### config.mk
export PLATFORM = sky130hd
export DESIGN_NAME = iter_divider
export DESIGN_NICKNAME = d
export VERILOG_FILES = /design/src/rtl/div_pkg.sv /design/src/rtl/div_restore_step.sv /design/src/rtl/iter_divider.sv
export SDC_FILE = /design/constraint.sdc
export NUM_CORES = 1
export LEC_CHECK = 0
export BUFFER_PORTS_ARGS = -buffer_cell sky130_fd_sc_hd__buf_2
export CAP_MARGIN = 25
export CORE_UTILIZATION = 30
export CTS_BUF_LIST = sky130_fd_sc_hd__clkbuf_8
export DETAILED_ROUTE_END_ITERATION = 6
export PLACE_DENSITY = 0.48
export SYNTH_ARGS = -nofsm -noshare
export SYNTH_HDL_FRONTEND = slang
export SYNTH_HIERARCHICAL = 1
export SYNTH_SLANG_ARGS = --single-unit
### constraint.sdc
create_clock -name clk -period 8.35 [get_ports clk]
set_input_delay 1.2525 -clock clk [delete_from_list [all_inputs] [get_ports clk]]
set_output_delay 1.2525 -clock clk [all_outputs]
set_load 0.01 [all_outputs]
### src/rtl/div_pkg.sv
// Shared divider definitions: FSM state encoding and div_op bit positions
// (the op bit indices are also used by the multiplier).
package div_pkg;

  typedef enum logic [1:0] {
    StIdle,
    StCalc,
    StFix,
    StDone
  } div_state_e;

  localparam int unsigned DIV_OP_SGN  = 0;
  localparam int unsigned DIV_OP_USGN = 1;

endpackage

### src/rtl/div_restore_step.sv
// One restoring-division iteration: shift the next dividend bit into the partial
// remainder, trial-subtract the divisor, and shift the resulting quotient bit in.
module div_restore_step #(
  parameter int unsigned WIDTH = 32
) (
  input  logic [WIDTH-1:0] rem_i,
  input  logic [WIDTH-1:0] quo_i,
  input  logic [WIDTH-1:0] dvs_i,
  output logic [WIDTH-1:0] rem_o,
  output logic [WIDTH-1:0] quo_o
);

  logic [WIDTH:0] partial;
  logic [WIDTH:0] diff;

  assign partial = {rem_i, quo_i[WIDTH-1]};
  assign diff    = partial - {1'b0, dvs_i};

  // diff[WIDTH] is the borrow: restore the partial remainder and shift in 0.
  assign rem_o = diff[WIDTH] ? partial[WIDTH-1:0] : diff[WIDTH-1:0];
  assign quo_o = {quo_i[WIDTH-2:0], ~diff[WIDTH]};

endmodule

### src/rtl/iter_divider.sv
// Multi-cycle restoring divider, one quotient bit per cycle, result held until consumed.
// Define ITER_DIV_CANCEL_EN to let div_cancel abort an operation in any state.
module iter_divider
  import div_pkg::*;
#(
  parameter int unsigned WIDTH = 32
) (
  input  logic                 clk,
  input  logic                 rst_n,
  input  logic [1:0]           div_op,
  input  logic [WIDTH-1:0]     dividend,
  input  logic [WIDTH-1:0]     divisor,
  input  logic                 div_in_valid,
  output logic                 div_in_ready,
  input  logic                 div_cancel,
  output logic [2*WIDTH-1:0]   div_result,
  output logic                 div_out_valid,
  input  logic                 div_out_ready
);

  localparam int unsigned CntW = $clog2(WIDTH + 1);
  localparam logic [CntW-1:0] CntInit = CntW'(WIDTH);
  localparam logic [CntW-1:0] CntLast = CntW'(1);

  div_state_e         state_q;
  logic [CntW-1:0]    cnt_q;
  logic               sgn_q;
  logic               dend_neg_q;
  logic               dvs_neg_q;
  logic [WIDTH-1:0]   rem_q;
  logic [WIDTH-1:0]   quo_q;
  logic [WIDTH-1:0]   dvs_q;
  logic [2*WIDTH-1:0] result_q;
  logic               out_valid_q;

  logic               cancel;
  logic               accept;
  logic               op_sgn;
  logic [WIDTH-1:0]   dend_abs;
  logic [WIDTH-1:0]   dvs_abs;
  logic [WIDTH-1:0]   step_rem;
  logic [WIDTH-1:0]   step_quo;
  logic [WIDTH-1:0]   quo_fix;
  logic [WIDTH-1:0]   rem_fix;
  logic               unused_op;

`ifdef ITER_DIV_CANCEL_EN
  assign cancel = div_cancel;
`else
  logic unused_cancel;
  assign unused_cancel = div_cancel;
  assign cancel        = 1'b0;
`endif

  // Only bit 0 matters: 2'b11 is signed, 2'b00 is unsigned.
  assign unused_op = div_op[DIV_OP_USGN];
  assign op_sgn    = div_op[DIV_OP_SGN];

  assign div_in_ready  = (state_q == StIdle) && !cancel;
  assign accept        = div_in_valid && div_in_ready;
  assign div_out_valid = out_valid_q;
  assign div_result    = result_q;

  always_comb begin
    dend_abs = (op_sgn && dividend[WIDTH-1]) ? -dividend : dividend;
    dvs_abs  = (op_sgn && divisor[WIDTH-1])  ? -divisor  : divisor;
    quo_fix  = (sgn_q && (dend_neg_q ^ dvs_neg_q)) ? -quo_q : quo_q;
    rem_fix  = (sgn_q && dend_neg_q) ? -rem_q : rem_q;
  end

  div_restore_step #(
    .WIDTH(WIDTH)
  ) u_step (
    .rem_i(rem_q),
    .quo_i(quo_q),
    .dvs_i(dvs_q),
    .rem_o(step_rem),
    .quo_o(step_quo)
  );

  always_ff @(posedge clk or negedge rst_n) begin
    if (!rst_n) begin
      state_q     <= StIdle;
      cnt_q       <= '0;
      sgn_q       <= 1'b0;
      dend_neg_q  <= 1'b0;
      dvs_neg_q   <= 1'b0;
      rem_q       <= '0;
      quo_q       <= '0;
      dvs_q       <= '0;
      result_q    <= '0;
      out_valid_q <= 1'b0;
    end else if (cancel) begin
      state_q     <= StIdle;
      out_valid_q <= 1'b0;
    end else begin
      case (state_q)
        StIdle: begin
          if (accept) begin
            state_q    <= StCalc;
            cnt_q      <= CntInit;
            sgn_q      <= op_sgn;
            dend_neg_q <= dividend[WIDTH-1];
            dvs_neg_q  <= divisor[WIDTH-1];
            rem_q      <= '0;
            quo_q      <= dend_abs;
            dvs_q      <= dvs_abs;
          end
        end
        StCalc: begin
          rem_q <= step_rem;
          quo_q <= step_quo;
          cnt_q <= cnt_q - CntLast;
          if (cnt_q == CntLast) begin
            state_q <= StFix;
          end
        end
        StFix: begin
          result_q    <= {rem_fix, quo_fix};
          out_valid_q <= 1'b1;
          state_q     <= StDone;
        end
        StDone: begin
          if (div_out_ready) begin
            out_valid_q <= 1'b0;
            state_q     <= StIdle;
          end
        end
        default: begin
          state_q     <= StIdle;
          out_valid_q <= 1'b0;
        end
      endcase
    end
  end

endmodule

==> results of run 1 <==
## worst reg2reg max path: stages, from the launching register on
cell	delay (ns)
dfrtp_1	0.49
inv_1	0.07
ha_1	0.23
fa_1	0.40
and2b_1	0.24
o2111ai_1	0.17
a21oi_2	0.27
o2111ai_1	0.21
a211oi_2	0.28
nor2_2	0.11
mux2i_1	0.13
buf_4	0.20
and2_4	0.22
inv_2	0.51
mux2_1	0.39
a22o_1	0.20
## logic make-up after synthesis
group | Yosys count | synth area share [%]
compound gates | 393 | 20.64
xor+xnor | 142 | 10.34
fa+ha+maj | 43 | 4.537
buf+inv | 164 | 6.317
flops | 172 | 35.80
mux | 42 | 4.392
simple gates | 424 | 17.97
## metal layers
metal	GRT usage, %	share of wire [%]	routed length [µm]	up-vias
li1	-	-	-	5086
met1	26.39	54	18450	4713
met2	23.47	41	13820	175
met3	2.838	3.6	1221	26
met4	4.108	1.3	448	0
met5	0	0	0	-
## power by group
part	internal (µW)	total [µW]	switching [µW]	leakage, µW
Clock	332	681	349	0.000224
Sequential	1220	1640	418	0.00206
Combinational	1510	3440	1920	0.00339
Total	3070	5760	2690	0.00567
## area by class of cell
type	count	area [µm²]
timing repair buffer	147	778.2
clock inverter	15	212.7
multi-input combinational	1044	6990
tap	518	648.1
inverter	59	221.5
fill	4117	25710
sequential	172	4304
clock buffer	17	234.0
antenna	1	2.502
## flip-flops by register name, indices dropped and copies added, names as in the netlist
name and flops:
dend_neg_q 1, quo_q 32, dvs_q 32, dvs_neg_q 1
sgn_q 1, div_out_valid 1, rem_q 32, div_result 64
state_q 2, cnt_q 6
## final timing paths
path                                  startpoint                    end  slack, ns  depth (start not counted)
max                        quo_q[31]$_DFFE_PN0P_   rem_q[4]$_DFFE_PN0P_       4.13                         15
min                         dvs_q[5]$_DFFE_PN0P_   dvs_q[5]$_DFFE_PN0P_       0.49                          2
max reg2reg                quo_q[31]$_DFFE_PN0P_   rem_q[4]$_DFFE_PN0P_       4.13                         15
min reg2reg                 dvs_q[5]$_DFFE_PN0P_   dvs_q[5]$_DFFE_PN0P_       0.49                          2
max in group asynchronous                  rst_n  quo_q[17]$_DFFE_PN0P_       5.71                          3
min in group asynchronous                  rst_n   cnt_q[2]$_DFFE_PN0P_       0.69                          1
## placed cells by master (no fill, tap or decap), types with 14 or more instances in the layout
master / n
a21o_1: 20
a21oi_1: 119
a22o_1: 27
a31oi_1: 26
buf_2: 133
clkbuf_8: 17
dfrtp_1: 172
ha_1: 41
inv_1: 57
mux2_4: 19
nand2_1: 94
nand3_1: 30
nand4_1: 15
nor2_1: 128
nor3_1: 26
nor4_1: 21
o21ai_0: 90
o21ai_1: 14
o31ai_1: 29
or3_1: 21
xnor2_1: 66
xor2_1: 76
## per-stage QoR
step                      total power, µW  cell area (µm²)  setup slack (ns)  utilization [%]
after floorplan                      4280            12020             5.088                -
after global placement               5055            12930             4.155            33.07
after detailed placement             5103            12940             4.112            33.10
after CTS                            5805            13390             4.081            34.25
after global routing                 6288            13390             3.887            34.25
final                                5756            13390             4.134            34.25
==> summary.md, run 1 <==
| Metric | Value |
|---|---|
| Outcome | completed |
| Arrival @ worst endpoint | around 4.6 ns |
| Residual DRC count | 0 |
| Max clock buf depth | 2 |
| Die Span Y | 202.2 µm |
| GRT Overall Usage | around 17% |
| CP Class | flip-flop to flip-flop |
| Crit path cell chain | inv_1, ha_1, fa_1, and2b_1, o2111ai_1, a21oi_2, o2111ai_1, a211oi_2, nor2_2, mux2i_1, buf_4, and2_4, inv_2, mux2_1, a22o_1 |
| Final Skew | ~0.017 ns |
| Crit end category | flip-flop |
| Standby leakage power | roughly 0.0057 µW |
| Global-route wire length before repair | roughly 55000 µm |
| Hold buffer count at cts | 0 |
| Synth warn | 6 |
| Async set-reset flop share out of synthesis | 100.0% |
| Fin. Hold Viols | 0 |
| GR Overflow Total | 0 |
| Hpwl dp | 25690 µm |
| Setup TNS | 0 ns |
| Post-route insts no fill | slightly below 2000 |
| Largest area contributor in the netlist | dfrtp_1 |
| Period minus WS final | about 4.2 ns |
| Period utilization | between 50% and 60% |
| Critical path required time | 8.75 ns |
| Root buf cell | clkbuf_8 |
| Worst-margin pin slew | 0.8901 ns |
| Synth cell types | 79 |
| Top post-synthesis cells by count | 172 x dfrtp_1, 128 x nor2_1, 119 x a21oi_1 |
| Area Overhead vs Synth | 11.39% |
| CP dominant cell by count | o2111ai_1 |
| Hold_ws | about 0.49 ns |
| TritonCTS sink count | 172 |
| Slowest cell on crit path | inv_2 |
| Avg WL per Cell | between 15 and 20 µm |
| RSZ-0062 raised after global routing | false |
| Synth Area per Inst | between 8 and 9 µm² |
| Post-Synthesis Cells | between 1000 and 1500 |
| Die area | roughly 41000 µm² |
| Synth Flop Type | dfrtp_1 |
| Initial Util | 30.75% |
| Post-synth EDFFs | 0 |
| Delay-heaviest family, CP | compound AO/OA/AOI/OAI gates |
| # port buffers | roughly 130 |
| Layout cells sized above 1 | 16.37% |
| CTS Buf Count | 17 |
| Critical path peak fanout | 22 |
| VDD IR-drop max | 0.1513 mV |
| Top-Level Pins | ~140 |
| Detailed Routing Iterations Pass 1 | 5 |
| Placer Congestion | ~0.84 |
| Area share of the largest cell type after synthesis | 35.80% |
| Placed insts | 1940 |
| Number of global-route vias before repair | between 9000 and 10000 |
| Relative slew slack | between 40% and 50% |
| CTS tree | yes |
| Crit start category | flip-flop |
| Post-route antenna net violation count | 0 |
| Final setup violation count | 0 |
| Via density | 5.068 |
| Seq/Total Area, Yosys | about 36% |
| Buffer and inverter count on the worst path | 3 |
| Worst path max stage delay | roughly 0.5 ns |
| Initial antenna violation count | 1 |
| Max frequency | roughly 240 MHz |
| Clock transition at path regs | around 0.1 ns |
| Largest net degree at the start of global routing | 68 |
| Core Rows | 72 |
| DRT iter0 DRCs | around 630 |
| Top-count cell post-synth | dfrtp_1 |
| Min-Delay Path Class | flip-flop to flip-flop |
| CTS H-tree lvls | 4 |
| Core area | around 40000 µm² |
| Mapped Area | ~12000 µm² |
| DR vias | 10000 |
| Post-CTS setup buffers | 0 |
| Clk Latency, worst-skew pair | 0.50 ns |
| Slew Limit Fails | 0 |
| Top cells by area, synth | dfrtp_1 36%, xor2_1 5.5%, a21oi_1 5.0%, xnor2_1 4.8%, ha_1 4.4% |
| Power Dens Cells | about 430 nW/µm² |
| Die span in x | 202.2 µm |
| Final WL | approximately 34000 µm |
| NumNets Final | approximately 1600 |
| Post-CTS sizing | 0 |
| # Max-Cap Violations | 0 |
| Flops & latches, synth | roughly 170 |
| Net Count, Synth | between 1000 and 1500 |
(Power assumes the default switching activity.)
==> run 2, diff against run 1 <==
PLACE_DENSITY = 0.49   (was 0.48)
clock period = 3.6 ns   (was 8.35 ns; I/O delays follow)
==> run 2 against run 1 <==
Effect of this change:
- fmax grew 24%
- non-clock buffer count increased by 34
- via count increased by 2.4%
- hold slack lost 0.36 ns
- critical path type unchanged
==> summary.md, run 2 (synthesis results as in run 1) <==
| Metric | Value |
|---|---|
| GR Overflow Total | 0 (unchanged) |
| Global-route wire length before repair | 56080 µm (+2.5%) |
| GRT Overall Usage | 17.32% (+0.48 points) |
| TritonCTS sink count | 172 (unchanged) |
| Residual DRC count | 0 (unchanged) |
| NumNets Final | 1589 (+2.2%) |
| Hold_ws | 0.1248 ns (-0.3611 ns) |
| # port buffers | 134 (unchanged) |
| Logic pwr share | 62.8% (+3.1 points) |
| Hpwl dp | 26430 µm (+2.9%) |
| Largest net degree at the start of global routing | 89 (+31%) |
| Top-Level Pins | 137 (unchanged) |
| DR vias | 10240 (+2.4%) |
| Clk pwr share | 10.3% (-1.5 points) |
| DRT iter0 DRCs | 618 (-2.5%) |
| Period minus WS final | 3.406 ns (-0.8099 ns) |
| Crit end category | flip-flop |
| Power Dens Cells | 995.4 nW/µm² (+130%) |
| Die Span Y | 202.2 µm (unchanged) |
| Fin. Hold Viols | 0 (unchanged) |
| Multi-input logic area | 6998 µm² (+0.11%) |
| Min-Delay Path Class | input port to asynchronous set/reset pin |
| Die area | 40880 µm² (unchanged) |
| Commonest non-fill, non-tap cell in the layout | dfrtp_1 |
| Max clock buf depth | 2 (unchanged) |
| Delay-heaviest family, CP | compound AO/OA/AOI/OAI gates |
| Initial Util | 30.75% (unchanged) |
| CP Class | flip-flop to flip-flop |
| Largest register FFs | 64 (unchanged) |
| CTS tree | yes |
| Crit start category | flip-flop |
| CTS Buf Count | 17 (unchanged) |
| Layout cells sized above 1 | 18.35% (+2.0 points) |
| Most frequent cells in the layout | 172 x dfrtp_1, 133 x buf_2, 128 x nor2_1 |
| Final Skew | 0.01859 ns (+0.001860 ns) |
| Internal | 7172 µW (+130%) |
| Avg WL per Cell | 17.38 µm (+1.0%) |
| Detailed Routing Iterations Pass 1 | 5 (unchanged) |
| Setup TNS | 0 ns (unchanged) |
| Standby leakage power | 0.005830 µW (+2.8%) |
| Arrival @ worst endpoint | 3.79 ns (-0.82 ns) |
| Slowest cell on crit path | dfrtp_1 |
| Worst path max stage delay | 0.42 ns (-0.09 ns) |
| Initial antenna violation count | 3 (+2) |
| Outcome | completed |
| Core Rows | 72 (unchanged) |
| Clk Latency, worst-skew pair | 0.50 ns (about the same) |
| Sequential Power Share | 27.0% (-1.5 points) |
| Clock transition at path regs | 0.10 ns (about the same) |
| Fill cell count | 4139 (+0.53%) |
| # Max-Cap Violations | 0 (unchanged) |
| Post-route antenna net violation count | 0 (unchanged) |
| CTS H-tree lvls | 4 (unchanged) |
| Number of global-route vias before repair | 9892 (+3.8%) |
| Switching pwr | 6394 µW (+140%) |
| Area Overhead vs Synth | 13.35% |
| Hold buffer count at cts | 0 (unchanged) |
| Placer Congestion | 0.8518 (+1.3%) |
| Post-route insts no fill | 2009 (+1.8%) |
| Buffer and inverter count on the worst path | 2 (-1) |
| Final setup violation count | 0 (unchanged) |
| Slew Limit Fails | 0 (unchanged) |
| Final WL | 34920 µm (+2.9%) |
| Critical path peak fanout | 17 (-23%) |
| Die span in x | 202.2 µm (unchanged) |
| Sw Share | 47.13% (+0.42 points) |
| Crit path cell chain | ha_1, fa_1, and2b_1, o2111ai_2, a21oi_2, o2111ai_2, a211oi_2, nor2_2, mux2i_1, and2_4, inv_2, buf_12, mux2_4, a22o_1 |
| Relative slew slack | 35.60% (-4.9 points) |
| Max frequency | 293.6 MHz (+24%) |
| Core area | 39100 µm² (unchanged) |
| Via density | 5.097 (+0.56%) |
| Root buf cell | clkbuf_8 |
| Worst-margin pin slew | 0.9654 ns (+0.07534 ns) |
| Placed insts | 1973 (+1.7%) |
| VDD IR-drop max | 0.3866 mV (+160%) |
| Period utilization | 94.60% (+44 points) |
| Storage element area | 4304 µm² (unchanged) |
| Critical path required time | 3.98 ns (-4.77 ns) |
| CP dominant cell by count | o2111ai_2 |
-- run 2: worst paths after layout --
path | cells past startpoint | startpoint | slack [ns] | to
hold reg to reg | 2 | dvs_q[6]$_DFFE_PN0P_ | 0.49 | dvs_q[6]$_DFFE_PN0P_
max in group asynchronous | 2 | rst_n | 2.72 | rem_q[10]$_DFFE_PN0P_
hold / removal | 1 | rst_n | 0.12 | div_out_valid$_DFFE_PN0P_
setup / recovery | 14 | dvs_q[0]$_DFFE_PN0P_ | 0.19 | rem_q[13]$_DFFE_PN0P_
setup reg to reg | 14 | dvs_q[0]$_DFFE_PN0P_ | 0.19 | rem_q[13]$_DFFE_PN0P_
min in group clk | 2 | div_out_ready | 0.27 | div_out_valid$_DFFE_PN0P_
-- run 2: final cells by class --
class / instances / share of cell area (%)
Tap cell: 518 / 4.756
Sequential cell: 172 / 31.58
Clock inverter: 14 / 0.9824
Timing Repair Buffer: 181 / 7.831
Inverter: 59 / 1.625
Antenna cell: 3 / 0.05509
Multi-Input combinational cell: 1044 / 51.35
Clock buffer: 18 / 1.818
-- run 2: routing by layer --
metal  track usage [%]  up-vias  routed length [µm]
li1                  -     5143                   -
met1             26.92     4892               19120
met2             24.53      182               14340
met3             2.628       22                1130
met4             4.458        0                 323
met5                 0        -                   0
-- run 2: what timing repair did --
action | in CTS | in global routing
endpoints found under the setup margin | 0 | 21
setup buffers | 0 | 1
hold endpoints to repair | 0 | 0
gates resized for setup | 0 | 2
-- run 2: power by group through the flow --
stage	registers (µW)	clock network [µW]	logic, µW
after floorplan	3690	0	6240
after global placement	3660	0	8410
after detailed placement	3690	0	8490
after CTS	3650	1450	8530
after global routing	3800	1510	9480
final	3660	1390	8520
-- run 2: through the flow --
stage	cell area [µm²]	total power (µW)	util, %	setup slack, ns
floorplan	12020	9926	-	0.3381
global placement	13220	12080	33.81	0.1908
detailed placement	13220	12190	33.81	0.1343
CTS	13600	13630	34.79	0.1039
global route	13620	14800	34.84	-0.0003251
finish	13630	13570	34.86	0.1943
